[config.mk]
export PLATFORM = sky130hd
export DESIGN_NAME = beamscaler_readout
export DESIGN_NICKNAME = d
export VERILOG_FILES = /design/src/rtl/beamscaler_readout.sv
export SDC_FILE = /design/constraint.sdc
export NUM_CORES = 1
export LEC_CHECK = 0
export BUFFER_PORTS_ARGS = -buffer_cell sky130_fd_sc_hd__buf_2
export CAP_MARGIN = 5
export CORE_UTILIZATION = 28
export DETAILED_ROUTE_END_ITERATION = 6
export PLACE_DENSITY = 0.42
export REMOVE_ABC_BUFFERS = 1
export SYNTH_ARGS = -nofsm -noshare
export SYNTH_HDL_FRONTEND = slang
export SYNTH_SLANG_ARGS = --single-unit
[constraint.sdc]
create_clock -name wb_clk_i -period 4.77 [get_ports wb_clk_i]
set_input_delay 0.477 -clock wb_clk_i [delete_from_list [all_inputs] [get_ports wb_clk_i]]
set_output_delay 0.477 -clock wb_clk_i [all_outputs]
set_load 0.005 [all_outputs]
[src/rtl/beamscaler_readout.sv]
// Control sequencer for a two-bank SIMD beam scaler DSP cascade. Banks ping-pong
// on each period tick, and the idle bank is shifted into a wishbone-readable buffer.
module beamscaler_readout #(
  parameter int NSCALER  = 12,
  parameter int ADR_BITS = 8
) (
  input  logic                wb_clk_i,
  input  logic                wb_rst_i,
  input  logic                tick_i,
  input  logic                enable_i,
  output logic [2:0]          state_o,
  output logic [1:0]          state_ce_o,
  output logic [1:0]          dsp_ce_o,
  output logic                rstp_o,
  input  logic [95:0]         chain_i,
  input  logic                wb_cyc_i,
  input  logic                wb_stb_i,
  input  logic [ADR_BITS-1:0] wb_adr_i,
  output logic [31:0]         wb_dat_o,
  output logic                wb_ack_o,
  output logic                done_o
);

  localparam logic [2:0] MODE_COUNT   = 3'b010;
  localparam logic [2:0] MODE_COMPUTE = 3'b111;
  localparam logic [2:0] MODE_SHIFT   = 3'b001;

  localparam logic [2:0] ST_INIT = 3'd0;
  localparam logic [2:0] ST_IDLE = 3'd1;
  localparam logic [2:0] ST_PREP = 3'd2;
  localparam logic [2:0] ST_CMP0 = 3'd3;
  localparam logic [2:0] ST_CMP1 = 3'd4;
  localparam logic [2:0] ST_DSH  = 3'd5;
  localparam logic [2:0] ST_PSH  = 3'd6;

  localparam int         SW       = (NSCALER > 1) ? $clog2(NSCALER) : 1;
  localparam logic [3:0] K_LAST   = 4'(NSCALER - 1);
  localparam logic [4:0] N_SLICES = 5'(NSCALER);

  logic [2:0]  state_q, state_d;
  logic [3:0]  k_q, k_d;
  logic        act_q, act_d;
  logic        pending_q, pending_d;
  logic        overrun_q;
  logic [1:0]  valid_q;
  logic [15:0] seq_q;
  logic        start_ro, end_ro;

  logic [2:0]  mode_d;
  logic [1:0]  sce_d, dce_d, sel_x;
  logic        rstp_d;

  // Readout buffers: one 48-bit word (4 x 12-bit fields) per slice and bank.
  logic [47:0] buf_a [NSCALER];
  logic [47:0] buf_b [NSCALER];
  logic [3:0]  slot;
  logic        capture;

  logic        wb_req, status_rd;
  logic [3:0]  rd_slice;
  logic [47:0] rd_word;
  logic [11:0] rd_field;
  logic [31:0] rd_data;

  // Sequencer next state.
  always_comb begin
    // NOTE: every variable gets a default first so no path leaves it unassigned (no latch).
    state_d  = state_q;
    k_d      = k_q;
    act_d    = act_q;
    start_ro = 1'b0;
    end_ro   = 1'b0;
    if (!enable_i) begin
      state_d = ST_INIT;
    end else begin
      case (state_q)
        ST_INIT: begin
          state_d = ST_IDLE;
          act_d   = 1'b0;
        end
        ST_IDLE: begin
          if (tick_i || pending_q) begin
            state_d  = ST_PREP;
            start_ro = 1'b1;
          end
        end
        ST_PREP: state_d = ST_CMP0;
        ST_CMP0: state_d = ST_CMP1;
        ST_CMP1: begin
          state_d = ST_DSH;
          k_d     = 4'd0;
        end
        ST_DSH:  state_d = ST_PSH;
        ST_PSH: begin
          if (k_q == K_LAST) begin
            state_d = ST_IDLE;
            act_d   = ~act_q;
            end_ro  = 1'b1;
          end else begin
            state_d = ST_DSH;
            k_d     = k_q + 4'd1;
          end
        end
        default: state_d = ST_INIT;
      endcase
    end
  end

  // A tick arriving while busy is remembered once; leaving IDLE consumes it.
  always_comb begin
    pending_d = 1'b0;
    if (enable_i && state_q != ST_IDLE) pending_d = pending_q | tick_i;
  end

  // Control outputs are decoded from the next state so they line up with it.
  always_comb begin
    sel_x  = act_d ? 2'b10 : 2'b01;
    mode_d = state_o;
    sce_d  = 2'b00;
    dce_d  = 2'b00;
    rstp_d = 1'b0;
    case (state_d)
      ST_INIT: begin mode_d = MODE_COUNT;   sce_d = 2'b11;  rstp_d = 1'b1; end
      ST_IDLE: begin mode_d = MODE_COUNT;   dce_d = sel_x;                 end
      ST_PREP: begin mode_d = MODE_COUNT;   sce_d = ~sel_x; dce_d = sel_x; end
      ST_CMP0: begin mode_d = MODE_COMPUTE; sce_d = sel_x;  dce_d = ~sel_x; end
      ST_CMP1: dce_d = 2'b11;
      ST_DSH:  begin mode_d = MODE_SHIFT;   sce_d = sel_x;  dce_d = ~sel_x; end
      ST_PSH:  dce_d = 2'b11;
      default: ;
    endcase
  end

  // First capture is the slice nearest the chain output, i.e. the highest index.
  assign slot    = K_LAST - k_q;
  assign capture = enable_i && (state_q == ST_DSH);

  // NOTE: the buffers are plain storage with no reset; valid flags say what is meaningful.
  always_ff @(posedge wb_clk_i) begin
    if (capture) begin
      if (act_q) buf_b[slot[SW-1:0]] <= chain_i[95:48];
      else       buf_a[slot[SW-1:0]] <= chain_i[47:0];
    end
  end

  assign wb_req    = wb_cyc_i && wb_stb_i && !wb_ack_o;
  assign status_rd = wb_req && wb_adr_i[7];
  assign rd_slice  = wb_adr_i[5:2];

  always_comb begin
    rd_word = 48'd0;
    if ({1'b0, rd_slice} < N_SLICES)
      rd_word = wb_adr_i[6] ? buf_b[rd_slice[SW-1:0]] : buf_a[rd_slice[SW-1:0]];
    case (wb_adr_i[1:0])
      2'd0:    rd_field = rd_word[11:0];
      2'd1:    rd_field = rd_word[23:12];
      2'd2:    rd_field = rd_word[35:24];
      default: rd_field = rd_word[47:36];
    endcase
    if (wb_adr_i[7]) rd_data = {seq_q, 13'd0, overrun_q, valid_q[1], valid_q[0]};
    else             rd_data = {20'd0, rd_field};
  end

  always_ff @(posedge wb_clk_i or posedge wb_rst_i) begin
    if (wb_rst_i) begin
      state_q    <= ST_INIT;
      k_q        <= 4'd0;
      act_q      <= 1'b0;
      pending_q  <= 1'b0;
      overrun_q  <= 1'b0;
      valid_q    <= 2'b00;
      seq_q      <= 16'd0;
      state_o    <= MODE_COUNT;
      state_ce_o <= 2'b00;
      dsp_ce_o   <= 2'b00;
      rstp_o     <= 1'b1;
      done_o     <= 1'b0;
      wb_ack_o   <= 1'b0;
      wb_dat_o   <= 32'd0;
    end else begin
      // NOTE: non-blocking assignments so every register samples pre-edge values.
      state_q    <= state_d;
      k_q        <= k_d;
      act_q      <= act_d;
      pending_q  <= pending_d;
      state_o    <= mode_d;
      state_ce_o <= sce_d;
      dsp_ce_o   <= dce_d;
      rstp_o     <= rstp_d;
      done_o     <= end_ro;
      if (start_ro)    valid_q[act_q] <= 1'b0;
      else if (end_ro) valid_q[act_q] <= 1'b1;
      if (end_ro) seq_q <= seq_q + 16'd1;
      // A new overrun in the same cycle as a status read survives the clear.
      if (tick_i && pending_q) overrun_q <= 1'b1;
      else if (status_rd)      overrun_q <= 1'b0;
      wb_ack_o <= wb_req;
      if (wb_req) wb_dat_o <= rd_data;
    end
  end

endmodule

==> results of run 1 <==
area by class of cell:
class	count	area, µm²	share of cell area (%)
Sequential cell	1218	36200	65.2
Antenna cell	2	5.00	0.00900
Clock buffer	187	3760	6.76
Multi-Input combinational cell	957	10200	18.3
Inverter	13	50.0	0.0900
Tap cell	2204	2760	4.96
Clock inverter	62	818	1.47
Timing Repair Buffer	262	1800	3.23
sequential cells by signal, summed over array words and instances (netlist names), named ones only:
signal / flops
act_q: 1
buf_a: 576
buf_b: 576
done_o: 1
dsp_ce_o: 2
k_q: 4
overrun_q: 1
pending_q: 1
rstp_o: 1
seq_q: 16
state_ce_o: 2
state_o: 3
state_q: 3
wb_ack_o: 1
wb_dat_o: 28
what timing repair did:
| item | CTS | global route |
|---|---|---|
| hold buffers | 29 | 0 |
| hold endpoints to repair | 239 | 0 |
| resized for setup | 0 | 0 |
cell families after synthesis:
logic type / after synthesis
compound gates: 252
xor+xnor: 17
fa+ha+maj: 5
buf+inv: 137
flops: 1218
mux: 333
other cells: 1
simple gates: 346
routing by layer:
layer,vias up,share of wire (%),wire (µm)
met5,-,0.15,209
met4,32,1.8,2590
met3,199,5.4,7710
met2,733,48,69500
met1,13300,44,63400
li1,10100,-,-
per-stage QoR:
stage | hold slack (ps) | instances | power, mW | instance area (µm²) | worst slack, ps
after floorplan | 446 | 2188 | 12.4 | 46400 | 1300
final | 51.5 | 4905 | 23.6 | 55600 | 1510
after detailed placement | 466 | 4625 | 13.1 | 50800 | 1030
after global placement | 455 | 4625 | 13.1 | 50800 | 1010
after CTS | 0.463 | 4903 | 23.8 | 55600 | 1570
after global routing | 32.1 | 4903 | 24.3 | 55600 | 1310
cells in the mapped netlist (all sizes together), types with 23 or more instances:
cell type / number
edfxtp: 1152
mux4: 254
nand2: 124
buf: 89
mux2i: 70
dfrtp: 64
nor2: 60
o21ai: 59
o22ai: 47
a21oi: 35
clkbuf: 35
a31oi: 28
and2: 27
nand3: 23
nor3: 23
power groups by stage:
stage / registers, mW / clock network, mW / logic, mW
floorplan: 12.0 / 0 / 0.431
global placement: 12.0 / 0 / 1.08
detailed placement: 12.0 / 0 / 1.09
CTS: 11.8 / 10.9 / 1.12
global route: 11.8 / 11.3 / 1.17
finish: 11.8 / 10.7 / 1.09
cell usage in the layout (no fill, tap or decap), types with 40 or more instances in the layout:
master     netlist  final
mux2i_1         70     70
clkbuf_16        0    141
edfxtp_1      1152   1152
clkbuf_1        35     40
buf_4           37     78
dfrtp_1         64     64
o21ai_0         56     56
o22ai_1         47     47
buf_2           30    144
nand2_1        124    124
nor2_1          59     57
mux4_2         247    247
path summary, 6_finish.rpt:
check,start,to,cells past startpoint
max,state_q[0],buf_a[11][32],5
min,chain_i[87],buf_b[10][39],1
max reg2reg,state_q[0],buf_a[11][32],5
min reg2reg,wb_dat_o[25],wb_dat_o[25],2
max in group asynchronous,wb_rst_i,wb_dat_o[6],4
min in group asynchronous,wb_rst_i,asynchronous set/reset pin,3
==> run summary, run 1 <==
- flip-flop — critical path launch point type
- 0 — DRC violation count after routing
- 0 — total grt overflow
- 413 µm — width of the die
- 17.9% — post-synthesis to final-layout area growth
- flip-flop — type of element capturing the critical path
- 49.9% — fraction of power consumed by sequential logic
- 0.315% — XOR/XNOR share of the synthesized area
- 18.4 mW — Power Internal
- 3260 ps — minimum clock period
- finished, final reports clean — run status
- 20.4 µm² — average instance area after synthesis
- 23.0% — met1 Track Usage GR
- 0 — Final Hold Fails
- 3 — maximum buffer depth of the clock tree
- 0 ps — summed negative setup slack over all endpoints
- 33.3% — final core utilization
- 3720 ps — worst path arrival time
- 3.49% — synthesized-area fraction occupied by ao, oa, aoi and oai cells
- 25,600 — vias in the first global route
- 143,000 µm — total wirelength of the detailed-routed design
- false — RSZ-0062 raised after global routing
- 68.4% — final worst path period share
- 27.6% — grt met2 use
- nor2b_1, nand4_1, nor3_1, and2_4, buf_4 — critical-path cell list
- 29.2 µm — mean routed wirelength per cell
- 307 MHz — maximum operating frequency
- 66 — largest net degree at the start of global routing
- edfxtp_1 — Post-synth top flop
- 0 — Slew Viols, Final
- 60 ps — clock slew at reported path FFs
- 2,309 — cell count after synthesis
- and2_4 — library cell contributing the largest single delay on the critical path
- 73.3% — Yosys top cell area share
- 5.20 mW — reported net switching power
- 170,000 µm² — Total Die Area
- 1,152 — number of synthesized flops with an enable pin
- reg -> reg — kind of critical path
- 1,218 — CTS Sinks
- 4.6% — combinational fraction of design power
- edfxtp_1 — biggest area consumer among synthesized cells
- 5230 ps — Worst EP required
- 45.4% — power share of the clock group
- 4.97 — vias per inst
- 0.000358 V — IR Drop Worst-Case VDD
- 201,000 µm — first-pass GRT wire length
- simple AND/OR/NAND/NOR gates — family with the most delay on the worst path
- 16.8% — total global-route track usage
- 167,000 µm² — core region area
- 139 — clock buffer count from CTS
- 0 — number of setup buffers added after CTS
- 1 — Critical path buffers and inverters
- 5 — TritonRoute pass-1 iters
- 3.60% — area share of and/or/nand/nor cells after synthesis
- met2 — most heavily used metal layer in global routing
- multiplexers — main combinational cell family by area after synthesis
- 0.775 — RePlAce Congestion
- edfxtp_1 73%, mux4_2 12%, dfrtp_1 3.4%, mux2i_1 1.5%, nand2_1 0.99% — cells taking the most area after synthesis
- 2,706 — post-layout net count
- 70 — Unique masters post-synth
- 28.2% — Initial Util
- 5.42% — async set-or-reset flop fraction in the synthesized netlist
- yes — CTS tree
- 31 — number of antenna violations at the first check in global routing
- 4 — H-Tree Level Count
- clkbuf_16 — clock tree root driver cell
- 0 — synthesis warning total
- 47,200 µm² — Synth Cell Area
- 0 — Final setup violation count
- 3.14% — met3 capacity usage during global routing
- 413 µm — vertical die dimension
- 13.9% — post-synthesis mux area share
- 76.8% — sequential element share of the synthesized area
- 1170 ps — transition time at the pin with the least slew margin
- 1510 ps — R2R Setup Slk
- 0 — Max-cap violations
- 690 ps — maximum cell stage delay along the critical path
- 2,203 — detailed router's first-iteration violation count
- 24,400 — Vias
- 152 — number of ports placed on the die boundary
- 0 — Final ANT Viol Nets
- 147 — number of buffers inserted by port buffering
- 87,600 µm — detailed placement HPWL
- 22.1% — net switching fraction of the power
- 15,800 — layout filler cell count
- 21.9% — worst-case headroom to the max-slew limit
- 26.5% — fraction of final layout cells with drive strength greater than 1
- 1,218 — flip-flop and latch count after synthesis
- 32.9 ps — worst clock skew
- 780 ps — clock latency at the later pin of the worst-skew pair
- 17.9 nW — cell leakage power
- 150 — row cnt
- in -> reg — classification of the worst-slack hold path
- 424 nW/µm² — power density over the cells
- 0.133% — adder-cell share of the synthesized area
- 32 — largest driver fanout on the critical path
Power figures use the tool's default switching activity.
==> run 2, diff against run 1 <==
clock period = 3.24 ns   (was 4.77 ns; I/O delays follow)
==> run 2 against run 1 <==
  * Global-route usage up 0.13 points
  * Die area unchanged
  * Worst hold slack better by 13 ps
  * Power up 45%
  * Flip-flop and latch count unchanged
  * Clock power up 40%
  * Highest routed layer unchanged
==> run summary, run 2 (synthesis gave the netlist of run 1 again) <==
- nor3_1 — library cell contributing the largest single delay on the critical path
- 4 — H-Tree Level Count
- 498 ps — Worst Slack Setup Final
- 20 — number of antenna violations at the first check in global routing
- 3700 ps — Worst EP required
- 18 — largest driver fanout on the critical path
- simple AND/OR/NAND/NOR gates — family with the most delay on the worst path
- yes — CTS tree
- 152 — number of ports placed on the die boundary
- 28.2% — Initial Util
- 150 — row cnt
- flip-flop — type of element capturing the critical path
- 0 — Max-cap violations
- 17.0% — total global-route track usage
- 143,000 µm — total wirelength of the detailed-routed design
- 28.3 µm — mean routed wirelength per cell
- 49 — largest net degree at the start of global routing
- 28.1% — fraction of final layout cells with drive strength greater than 1
- state_q[0] — source of the critical timing path
- nor2b_1, nand4_1, nor3_1, and2_4, buf_12 — critical-path cell list
- edfxtp_1 — commonest non-fill, non-tap cell in the layout
- 88,100 µm — detailed placement HPWL
- 167,000 µm² — core region area
- 4,702 — placed instance count
- 2740 ps — minimum clock period
- 596 nW/µm² — power density over the cells
- 21.0% — post-synthesis to final-layout area growth
- 4.87 — vias per inst
- in -> reg — classification of the worst-slack hold path
- 500 ps — R2R Setup Slk
- 60 ps — clock slew at reported path FFs
- 0 — Final setup violation count
- 2,853 — post-layout net count
- 67,900 µm — met2 wire length
- 10,200 µm² — multi-input logic area
- 0 ps — summed negative setup slack over all endpoints
- 202,000 µm — first-pass GRT wire length
- 39.7 ps — worst clock skew
- 996 ps — transition time at the pin with the least slew margin
- 1,218 — CTS Sinks
- finished, final reports clean — run status
- 0 — number of setup buffers added after CTS
- 413 µm — vertical die dimension
- 170,000 µm² — Total Die Area
- 8000 µm — total length of routed met3 wires
- 0.796 — RePlAce Congestion
- 1 — Critical path buffers and inverters
- 18.6 nW — cell leakage power
- 84.6% — final worst path period share
- 0.000536 V — IR Drop Worst-Case VDD
- 100 — total of hold buffers inserted after clock tree synthesis
- -79.9 ps — worst slack at placement
- 1,152 x edfxtp_1, 247 x mux4_2, 144 x buf_2, 143 x clkbuf_16, 124 x nand2_1 — most frequent cells in the layout
- 3 — maximum buffer depth of the clock tree
- 0 — Final ANT Viol Nets
- 64.7 ps — worst hold margin
- 770 ps — clock latency at the later pin of the worst-skew pair
- state_q[0] — startpoint of the worst-slack reg-to-reg timing path
- 365 MHz — maximum operating frequency
- wb_adr_i[7] — critical hold path startpoint
- flip-flop — critical path launch point type
- 36,200 µm² — area taken by flip-flops and latches
- 33.6% — worst-case headroom to the max-slew limit
- 0 — DRC violation count after routing
- 3200 ps — worst path arrival time
- 64,100 µm — M1 wire length
- clkbuf_16 — clock tree root driver cell
- 24,600 — Vias
- 540 ps — maximum cell stage delay along the critical path
- 5,054 — Non-Filler Instances
- 0 — total grt overflow
- 26,000 — vias in the first global route
- 147 — number of buffers inserted by port buffering
- 5 — TritonRoute pass-1 iters
- 413 µm — width of the die
- 0 — Slew Viols, Final
- 0 — Final Hold Fails
- 15,800 — layout filler cell count
- false — RSZ-0062 raised after global routing
- met5 — uppermost metal layer occupied by signal nets
- reg -> reg — kind of critical path
- 138 — clock buffer count from CTS
- 0 — cts repair resizes
- 2,171 — detailed router's first-iteration violation count
==> run 2: cell count changes in the layout (fill, tap and decap cells not counted), sizes merged <==
cell,change
clkbuf,-10
buf,+77
diode,+1
dlygate4sd3,+71
clkinvlp,+2
bufinv,-7
clkinv,+15
==> run 2: per-stage QoR <==
stage / total power, mW / instance area [µm²] / util (%)
2_1_floorplan: 18.3 / 46400 / -
3_3_place_gp: 19.3 / 51700 / 30.9
3_5_place_dp: 19.3 / 51700 / 30.9
4_1_cts: 34.5 / 57100 / 34.1
5_1_grt: 35.2 / 57100 / 34.2
6_report: 34.1 / 57100 / 34.2
==> run 2: report_power, final <==
| group | switching, mW | internal [mW] | leakage, nW |
|---|---|---|---|
| sequential | 0.0508 | 17.3 | 11.2 |
| clock | 6.35 | 8.63 | 2.12 |
| combinational | 1.07 | 0.700 | 5.28 |
==> run 2: path summary, 6_finish.rpt <==
kind                            depth (start not counted)           end
worst max-delay path                                    5  buf_b[8][37]
worst min-delay path                                    3  wb_dat_o[19]
worst max register to register                          5  buf_b[8][37]
worst min register to register                          2    state_o[1]
max in group asynchronous                               4   wb_dat_o[7]
min in group asynchronous                               3  wb_dat_o[18]
==> run 2: tightest hold or removal path, cell delays in order <==
cell	delay, ps
buf_2	250
nand2_1	120
o21ai_0	60
==> run 2: layout make-up <==
cell class / instances / share of cell area (%)
Antenna cell: 3 / 0.0131
Sequential cell: 1218 / 63.5
Clock inverter: 72 / 1.05
Timing Repair Buffer: 410 / 6.13
Tap cell: 2204 / 4.83
Clock buffer: 177 / 6.58
Inverter: 13 / 0.0876
Multi-Input combinational cell: 957 / 17.9
==> run 2: per-layer routing <==
metal / up-vias / track usage, %
met2: 658 / 27.3
met3: 188 / 3.79
met4: 14 / 4.31
met5: - / 0
li1: 10400 / -
met1: 13300 / 23.1
